**src/rtl/rv32_types.sv**
```systemverilog
// Shared types for the rv32 memory arbiter: request fields, FSM states and owner tags.
package rv32_types;

    // Starvation counter width; STARVE_LIMIT must fit (1..15).
    localparam int unsigned CNT_W = 4;

    typedef struct packed {
        logic        we;
        logic [3:0]  be;
        logic [31:0] addr;
        logic [31:0] wdata;
    } mem_req_t;

    typedef enum logic [1:0] {
        ARB_IDLE,
        ARB_REQ,
        ARB_WAIT
    } arb_state_t;

    typedef enum logic {
        ARB_OWN_I,
        ARB_OWN_D
    } arb_owner_t;

endpackage

```
**src/rtl/rv32_arb_pick.sv**
```systemverilog
// Stateless winner selection: D wins unless I has been starved for STARVE_LIMIT D grants.
module rv32_arb_pick
    import rv32_types::*;
#(
    parameter int unsigned STARVE_LIMIT = 4
) (
    input  logic             i_req,
    input  logic             d_req,
    input  logic [CNT_W-1:0] starve_cnt,
    output arb_owner_t       winner
);

    logic i_starved;

    assign i_starved = i_req && (starve_cnt == CNT_W'(STARVE_LIMIT));

    // Default to I so an idle cycle presents the fetch fields on the memory port.
    always_comb begin
        winner = ARB_OWN_I;
        if (d_req && !i_starved) begin
            winner = ARB_OWN_D;
        end
    end

endmodule

```
**src/rtl/rv32_mem_arbiter.sv**
```systemverilog
// Two-requester (fetch / data) arbiter onto one memory port, one transaction in flight.
// Optional macro RV32_ARB_PERF_EN adds grant and conflict-cycle performance counters.
module rv32_mem_arbiter
    import rv32_types::*;
#(
    parameter int unsigned STARVE_LIMIT = 4,
    parameter int unsigned ADDR_W       = 32
) (
    input  logic              clk,
    input  logic              resetn,
    // Fetch port
    input  logic              i_req,
    input  logic [ADDR_W-1:0] i_addr,
    input  logic              i_kill,
    output logic              i_gnt,
    output logic              i_rvalid,
    output logic [31:0]       i_rdata,
    // Data port
    input  logic              d_req,
    input  logic              d_we,
    input  logic [3:0]        d_be,
    input  logic [ADDR_W-1:0] d_addr,
    input  logic [31:0]       d_wdata,
    output logic              d_gnt,
    output logic              d_rvalid,
    output logic [31:0]       d_rdata,
    // Memory port
    output logic              m_req,
    output logic              m_we,
    output logic [3:0]        m_be,
    output logic [ADDR_W-1:0] m_addr,
    output logic [31:0]       m_wdata,
    input  logic              m_gnt,
    input  logic              m_rvalid,
`ifdef RV32_ARB_PERF_EN
    output logic [31:0]       perf_i_grants,
    output logic [31:0]       perf_d_grants,
    output logic [31:0]       perf_conflict_cycles,
`endif
    input  logic [31:0]       m_rdata
);

    arb_state_t       state_q;
    arb_owner_t       owner_q;
    logic             drop_q;
    logic [CNT_W-1:0] cnt_q;

    arb_owner_t pick_owner;
    arb_owner_t cur_owner;
    mem_req_t   i_fields;
    mem_req_t   d_fields;
    mem_req_t   sel;
    logic       grant;
    logic       rsp;

    rv32_arb_pick #(
        .STARVE_LIMIT(STARVE_LIMIT)
    ) u_pick (
        .i_req     (i_req),
        .d_req     (d_req),
        .starve_cnt(cnt_q),
        .winner    (pick_owner)
    );

    // Owner of the memory port this cycle: live pick in IDLE, latched owner afterwards.
    assign cur_owner = (state_q == ARB_IDLE) ? pick_owner : owner_q;

    // Build both candidate requests and mux the owner's onto the memory port.
    always_comb begin
        i_fields = '{we: 1'b0, be: 4'hF, addr: 32'(i_addr), wdata: 32'h0};
        d_fields = '{we: d_we, be: d_be, addr: 32'(d_addr), wdata: d_wdata};
        sel      = (cur_owner == ARB_OWN_D) ? d_fields : i_fields;
    end

    assign m_we    = sel.we;
    assign m_be    = sel.be;
    assign m_addr  = sel.addr[ADDR_W-1:0];
    assign m_wdata = sel.wdata;
    assign i_rdata = m_rdata;
    assign d_rdata = m_rdata;

    // Request, grant and response strobes; all forced low while reset is held.
    always_comb begin
        m_req    = 1'b0;
        i_gnt    = 1'b0;
        d_gnt    = 1'b0;
        i_rvalid = 1'b0;
        d_rvalid = 1'b0;
        if (resetn) begin
            case (state_q)
                ARB_IDLE: m_req = i_req | d_req;
                ARB_REQ:  m_req = 1'b1;
                default:  m_req = 1'b0;
            endcase
        end
        grant = m_req & m_gnt;
        i_gnt = grant & (cur_owner == ARB_OWN_I);
        d_gnt = grant & (cur_owner == ARB_OWN_D);
        // Responses are only honoured while waiting; stray m_rvalid elsewhere is dropped.
        rsp      = resetn & (state_q == ARB_WAIT) & m_rvalid;
        // A kill coinciding with the response also discards it.
        i_rvalid = rsp & (owner_q == ARB_OWN_I) & ~drop_q & ~i_kill;
        d_rvalid = rsp & (owner_q == ARB_OWN_D);
    end

    // Transaction sequencing, kill bookkeeping and starvation counting.
    always_ff @(posedge clk or negedge resetn) begin
        if (!resetn) begin
            state_q <= ARB_IDLE;
            owner_q <= ARB_OWN_I;
            drop_q  <= 1'b0;
            cnt_q   <= '0;
        end else begin
            case (state_q)
                ARB_IDLE: begin
                    if (m_req) begin
                        owner_q <= cur_owner;
                        state_q <= m_gnt ? ARB_WAIT : ARB_REQ;
                    end
                end
                ARB_REQ: begin
                    if (m_gnt) begin
                        state_q <= ARB_WAIT;
                    end
                end
                ARB_WAIT: begin
                    if (m_rvalid) begin
                        state_q <= ARB_IDLE;
                    end
                end
                default: state_q <= ARB_IDLE;
            endcase

            if (state_q == ARB_WAIT && m_rvalid) begin
                drop_q <= 1'b0;
            end else if (i_kill && (i_gnt || (state_q != ARB_IDLE && owner_q == ARB_OWN_I))) begin
                drop_q <= 1'b1;
            end

            if (i_gnt) begin
                cnt_q <= '0;
            end else if (d_gnt && i_req && cnt_q < CNT_W'(STARVE_LIMIT)) begin
                cnt_q <= cnt_q + CNT_W'(1);
            end
        end
    end

`ifdef RV32_ARB_PERF_EN
    // Free-running wrapping performance counters.
    always_ff @(posedge clk or negedge resetn) begin
        if (!resetn) begin
            perf_i_grants        <= '0;
            perf_d_grants        <= '0;
            perf_conflict_cycles <= '0;
        end else begin
            if (i_gnt) begin
                perf_i_grants <= perf_i_grants + 32'd1;
            end
            if (d_gnt) begin
                perf_d_grants <= perf_d_grants + 32'd1;
            end
            if (state_q == ARB_IDLE && i_req && d_req) begin
                perf_conflict_cycles <= perf_conflict_cycles + 32'd1;
            end
        end
    end
`endif

endmodule

```
**config.mk**
```make
export PLATFORM = sky130hd
export DESIGN_NAME = rv32_mem_arbiter
export DESIGN_NICKNAME = d
export VERILOG_FILES = /design/src/rtl/rv32_types.sv /design/src/rtl/rv32_arb_pick.sv /design/src/rtl/rv32_mem_arbiter.sv
export SDC_FILE = /design/constraint.sdc
export NUM_CORES = 1
export LEC_CHECK = 0
export CAP_MARGIN = 0
export CORE_AREA = 2 2 108 110
export DETAILED_ROUTE_END_ITERATION = 8
export DIE_AREA = 0 0 110 112
export GPL_ROUTABILITY_DRIVEN = 0
export PLACE_DENSITY_LB_ADDON = 0.15
export SLEW_MARGIN = 40
export SYNTH_ARGS = -nofsm -noshare
export SYNTH_HDL_FRONTEND = slang
export SYNTH_SLANG_ARGS = --single-unit
```
**constraint.sdc**
```tcl
create_clock -name clk -period 4.4 [get_ports clk]
set_input_delay 1.32 -clock clk [delete_from_list [all_inputs] [get_ports clk]]
set_output_delay 1.32 -clock clk [all_outputs]
set_load 0.02 [all_outputs]
```
==> Yosys cells after proc, flatten, opt, wreduce, memory -nomap -nowiden <==
Index checks and enable logic that the tools add are counted.
{ "op_classes": {"n_eq_ne": 6, "n_div": 0, "n_mux": 14, "addsub": 1, "bitwise": 14, "shift": 0, "n_lt_le_gt_ge": 1, "n_mul": 0, "n_reduce_logical": 15} }
{ "op_table": {"columns": ["op", "n"], "rows": [
  ["69-bit two-way mux", 1],
  ["1-bit AND", 9],
  ["2-bit two-way mux", 4],
  ["4-bit two-way mux", 2],
  ["1-bit logical AND", 7],
  ["2-bit != test, second input constant", 3],
  ["2-bit one-hot mux with 3 select lines", 1],
  ["2-bit nonzero test", 3],
  ["1-bit two-way mux", 5],
  ["4-bit by 1-bit adder with 4-bit output, second input constant", 1],
  ["4-bit by 3-bit == test with 1-bit output, second input constant", 1],
  ["4-bit by 3-bit < comparator with 1-bit output, second input constant", 1],
  ["1-bit inverter", 4],
  ["3-bit AND reduction", 1],
  ["2-bit by 1-bit == test with 1-bit output, second input constant", 1],
  ["2-bit == test, second input constant", 1],
  ["2-bit zero test", 1],
  ["1-bit one-hot mux with 2 select lines", 1],
  ["2-bit AND reduction", 1],
  ["1-bit zero test", 1],
  ["1-bit logical OR", 1],
  ["1-bit bitwise OR", 1]
]} }
{ "word_totals": {"n_memories": 0, "out_inout_bits": 138, "latch_bits": 0, "word_cells": 55, "romBits": 0, "mem_bits_rw": 0, "ff_bits": 8} }

==> Longest topological paths before layout <==
{ "logic_depth": {"ltp_word": 12, "mapped_depth": 8, "ltp_nobuf": 6} }

==> Cells and area by module <==
From an unflattened synthesis, not the netlist that was laid out.
{ "unflattened": {"cells_unflattened": 194, "hier_area_um2": 1766.7} }
{ "by_module_without_submodules": {"columns": ["module", "cells_each", "seq_area_each_um2", "instances", "area_each_um2"], "rows": [
  ["rv32_mem_arbiter", 192, 200.2, 1, 1744.2],
  ["rv32_arb_pick", 2, 0.0, 1, 22.5]
]} }

==> Worst setup path before layout <==
OpenSTA, ideal clock, no wires.
{ "synth_path": {"path_type": "input to output", "startpoint": "input port i_req", "endpoint": "output port m_addr[10]", "required_ps": 3080, "path_slack_ps": 888, "cell_stages": 5, "arrival_ps": 2192, "n_path_buf": 1, "cell_sequence": "nand4b_1 a31oi_2 buf_2 nand2_1 nand2_1"} }
{ "synth_via": {"elab_chain_len": 6} }
{ "synth_lines": {"columns": ["item", "line_no", "source"], "rows": [
  ["start: declaration", "rv32_mem_arbiter.sv:12", "input logic i_req,"],
  ["1-bit logical AND", "rv32_arb_pick.sv:15", "assign i_starved = i_req && (starve_cnt == CNT_W'(STARVE_LIMIT));"],
  ["1-bit zero test", "rv32_arb_pick.sv:20", "if (d_req && !i_starved) begin"],
  ["1-bit logical AND", "rv32_arb_pick.sv:20", null],
  ["1-bit two-way mux", "rv32_arb_pick.sv:20", null],
  ["1-bit two-way mux", "rv32_mem_arbiter.sv:66", "assign cur_owner = (state_q == ARB_IDLE) ? pick_owner : owner_q;"],
  ["69-bit two-way mux", "rv32_mem_arbiter.sv:72", "sel = (cur_owner == ARB_OWN_D) ? d_fields : i_fields;"],
  ["end: declaration", "rv32_mem_arbiter.sv:31", "output logic [ADDR_W-1:0] m_addr,"]
]} }
No other way between the ends.

==> Worst setup path after layout <==
{ "layout_path": {"startpoint": "input port i_req", "endpoint": "output port m_wdata[7]"} }
{ "layout_via": {"elab_chain_len": 6} }
{ "layout_lines": {"columns": ["item", "line_no", "source"], "rows": [
  ["1-bit logical AND", "rv32_arb_pick.sv:15", null],
  ["1-bit zero test", "rv32_arb_pick.sv:20", null],
  ["1-bit logical AND", "rv32_arb_pick.sv:20", null],
  ["1-bit two-way mux", "rv32_arb_pick.sv:20", null],
  ["1-bit two-way mux", "rv32_mem_arbiter.sv:66", null],
  ["69-bit two-way mux", "rv32_mem_arbiter.sv:72", null],
  ["end: declaration", "rv32_mem_arbiter.sv:32", "output logic [31:0] m_wdata,"]
]} }
No other way between the ends.

==> flow_metrics.tcl <==
set metrics [dict create \
    cts_tree "done" \
    io_buffer_count 181 \
    finalCriticalPeriod_ns 4.30 \
    wl_um 6480 \
    grt_pass1_vias 1897 \
    clkSlewWorstSetupHoldPaths_ns 0.04 \
    cts_sinks 8 \
    worst_slew_pin_slew_ns 0.291 \
    slew_headroom_pct 80.5 \
    crit_path_cell_trace "clkdlybuf4s50_1 -> nand4b_1 -> a31o_2 -> buf_12 -> and2_1 -> dlygate4sd2_1" \
    peakVddDrop_v 0.000147 \
    critPathMaxFanout 52 \
    grt_pass1_wl_um 9030 \
    dpl.hpwl_um 5500 \
    start_kind "primary input" \
    dp_slack_ns -0.169 \
    finalSetupViolCount 0 \
    areaGrowthSynthToFinish_pct 99.3 \
    ant_nets 0 \
    post-route-period-util_pct 97.7 \
    critPathRequiredTime_ns 3.08 \
    routed_via_density 3.79 \
    postCtsHoldBufs 0 \
    drv_slew 0 \
    p_total_mw 1.30 \
    finalNetCount 517 \
    htree_levels 1 \
    drt-initial-drc-count 46 \
    first_pass_iters 5 \
    end_kind "primary output" \
    syn-num-nets 396 \
    hold_class "flip-flop to flip-flop" \
    post_cts_buffers 0 \
    synth_warnings 0 \
    synth.distinct_cells 28 \
    hold_ws_ns 0.515 \
    cts_root_buffer "clkbuf_16" \
    grt_max_degree 53 \
    path_class "primary input to primary output" \
    clock_latency_ns 0.23 \
    synth_area_um2 1580 \
    hold_viol 0 \
    cellLeakagePower_nw 1.57 \
    row_count 39 \
    synth.avg_cell_area_um2 6.22 \
    final_util_pct 28.2 \
    vias 1958 \
    core-area_um2 11200 \
    cts_buffers 3 \
    seq_area_frac_synth_pct 12.7 \
    setup_tns_ns 0 \
    grt_antenna_before_repair 0 \
    dieArea_um2 12300 \
    skew_ns 0.00148 \
    grt-ovfl-total 0 \
    max_freq_ghz 0.233 \
    crit_family "buffers and inverters" \
    syn_inst 254 \
    ios 278 \
    crit_arrival_ns 2.98 \
    cap_violations 0 \
    ys_ff_latch 8 \
    drive_gt1_share_pct 4.83 \
    pwr_density_cell_nw_per_um2 413 \
    n_antenna_cell 0 \
    worst_slack_ns 0.101 \
    remaining_drc_errors 0 \
    status "finished clean" \
    initial_core_util_pct 14.1 \
    dieHeight_um 112 \
    grt_use_total_pct 9.37 \
    die_w_um 110 \
    cts_max_path_buffers 2 \
    wl_per_cell_um 12.6 \
    nFillCells 1223 \
    crit_slowest_cell "clkdlybuf4s50_1" \
    critPathBufInv 3 \
    rsz0062_at_grt "no" \
    slowest_delay_ns 0.49 \
]
-- cells in the mapped netlist --
cell type | number | area [µm²]
ha_1 | 2 | 25.0
a31oi_1 | 1 | 6.26
and4bb_2 | 1 | 12.5
nand4b_1 | 1 | 8.76
nand2_1 | 97 | 364
and2_1 | 34 | 213
o21a_1 | 1 | 7.51
and4b_1 | 1 | 10.0
buf_4 | 64 | 480
dfrtp_1 | 8 | 200
a21oi_1 | 1 | 5.00
nor2_1 | 7 | 26.3
mux2_2 | 1 | 11.3
nor3_1 | 2 | 10.0
clkbuf_1 | 2 | 7.51
nand2b_1 | 4 | 25.0
nor3b_1 | 2 | 15.0
o21ai_0 | 2 | 10.0
o22ai_1 | 1 | 6.26
inv_1 | 4 | 15.0
a31oi_2 | 1 | 12.5
o31a_1 | 1 | 8.76
and2_4 | 1 | 8.76
buf_2 | 9 | 45.0
a41oi_1 | 1 | 8.76
a31o_1 | 1 | 8.76
a22o_1 | 1 | 8.76
and3_1 | 3 | 18.8
-- registers in the layout, indices dropped and copies added, names as in the netlist --
register / count
cnt_q: 4
state_q: 2
drop_q: 1
owner_q: 1
-- per-stage QoR --
stage          std cells  cell area, µm²
4_1_cts              516            3140
2_1_floorplan        254            1580
6_report             516            3150
5_1_grt              516            3150
3_3_place_gp         513            3160
3_5_place_dp         513            3160
-- area by class of cell --
cell class	instances	area, µm²	share of cell area [%]
Clock buffer	3	75.1	2.39
Timing Repair Buffer	191	1840	58.4
Multi-Input combinational cell	167	840	26.7
Sequential cell	8	200	6.36
Inverter	4	15.0	0.477
Tap cell	143	179	5.69
-- worst paths after layout --
kind | start | endpoint | slack [ns] | depth (start not counted)
hold / removal | drop_q | drop_q | 0.51 | 1
hold reg to reg | drop_q | drop_q | 0.51 | 1
max in group asynchronous | resetn | cnt_q[1] | 2.81 | 2
setup reg to reg | cnt_q[0] | cnt_q[0] | 2.61 | 7
setup / recovery | i_req | m_wdata[7] | 0.10 | 6
min in group asynchronous | resetn | cnt_q[2] | 1.45 | 2
-- per-layer routing --
metal | global-route usage [%] | wire length (µm) | part of all wire (%) | vias to the layer above
li1 | - | - | - | 958
met1 | 8.60 | 2040 | 32 | 825
met2 | 18.2 | 3300 | 51 | 158
met3 | 3.04 | 922 | 14 | 17
met4 | 3.88 | 214 | 3.3 | 0
met5 | 0 | 0 | 0 | -
-- worst register-to-register path: cells and delay by family (launching register included) --
kind | cells | cell delay, ns
flops | 1 | 0.39
simple gates | 2 | 0.34
compound gates | 1 | 0.30
mux | 1 | 0.26
buf+inv | 2 | 0.23
fa+ha+maj | 1 | 0.14
-- cell families after synthesis --
kind of cell             count (synthesis)  synth area share (%)
AND/OR/NAND/NOR                        153                  45.1
adder cells (fa/ha/maj)                  2                  1.58
flip-flops                               8                  12.7
buffers and inverters                   79                  34.7
AO/OA/AOI/OAI                           11                  5.23
multiplexers                             1                 0.713
-- cell usage in the layout, fill, tap and decap left out --
cell type / netlist / final
and2_4: 1 / 1
a31o_2: 0 / 1
inv_1: 4 / 4
o22ai_1: 1 / 1
mux2_2: 1 / 1
a31oi_4: 0 / 1
clkbuf_16: 0 / 3
a21oi_1: 1 / 1
dlymetal6s2s_1: 0 / 1
o21a_1: 1 / 1
a41oi_1: 1 / 1
nand2_1: 97 / 97
buf_4: 64 / 7
buf_12: 0 / 3
o21ai_0: 2 / 2
o31a_1: 1 / 1
ha_1: 2 / 2
a22o_1: 1 / 1
nor3b_1: 2 / 2
and4b_1: 1 / 1
clkdlybuf4s50_1: 0 / 109
nor3_1: 2 / 2
nand2b_1: 4 / 4
a31oi_1: 1 / 1
and2_1: 34 / 34
nand4b_1: 1 / 1
dfrtp_1: 8 / 8
nor2_1: 7 / 7
dlygate4sd2_1: 0 / 71
and4bb_2: 1 / 1
and3_1: 3 / 3
-- where the power goes --
part	leakage (nW)	internal, mW	total [mW]	switching, mW
clock network	0.0370	0.117	0.156	0.0380
logic	1.43	0.450	1.02	0.575
registers	0.105	0.0970	0.120	0.0232
-- repair_timing --
item / CTS / global route
setup endpoints to repair: 71 / 1
resized for setup: 71 / 1
pin swaps: 0 / 0
endpoints found under the hold margin: 0 / 0
No activity file was read; power rests on OpenSTA's default activity.
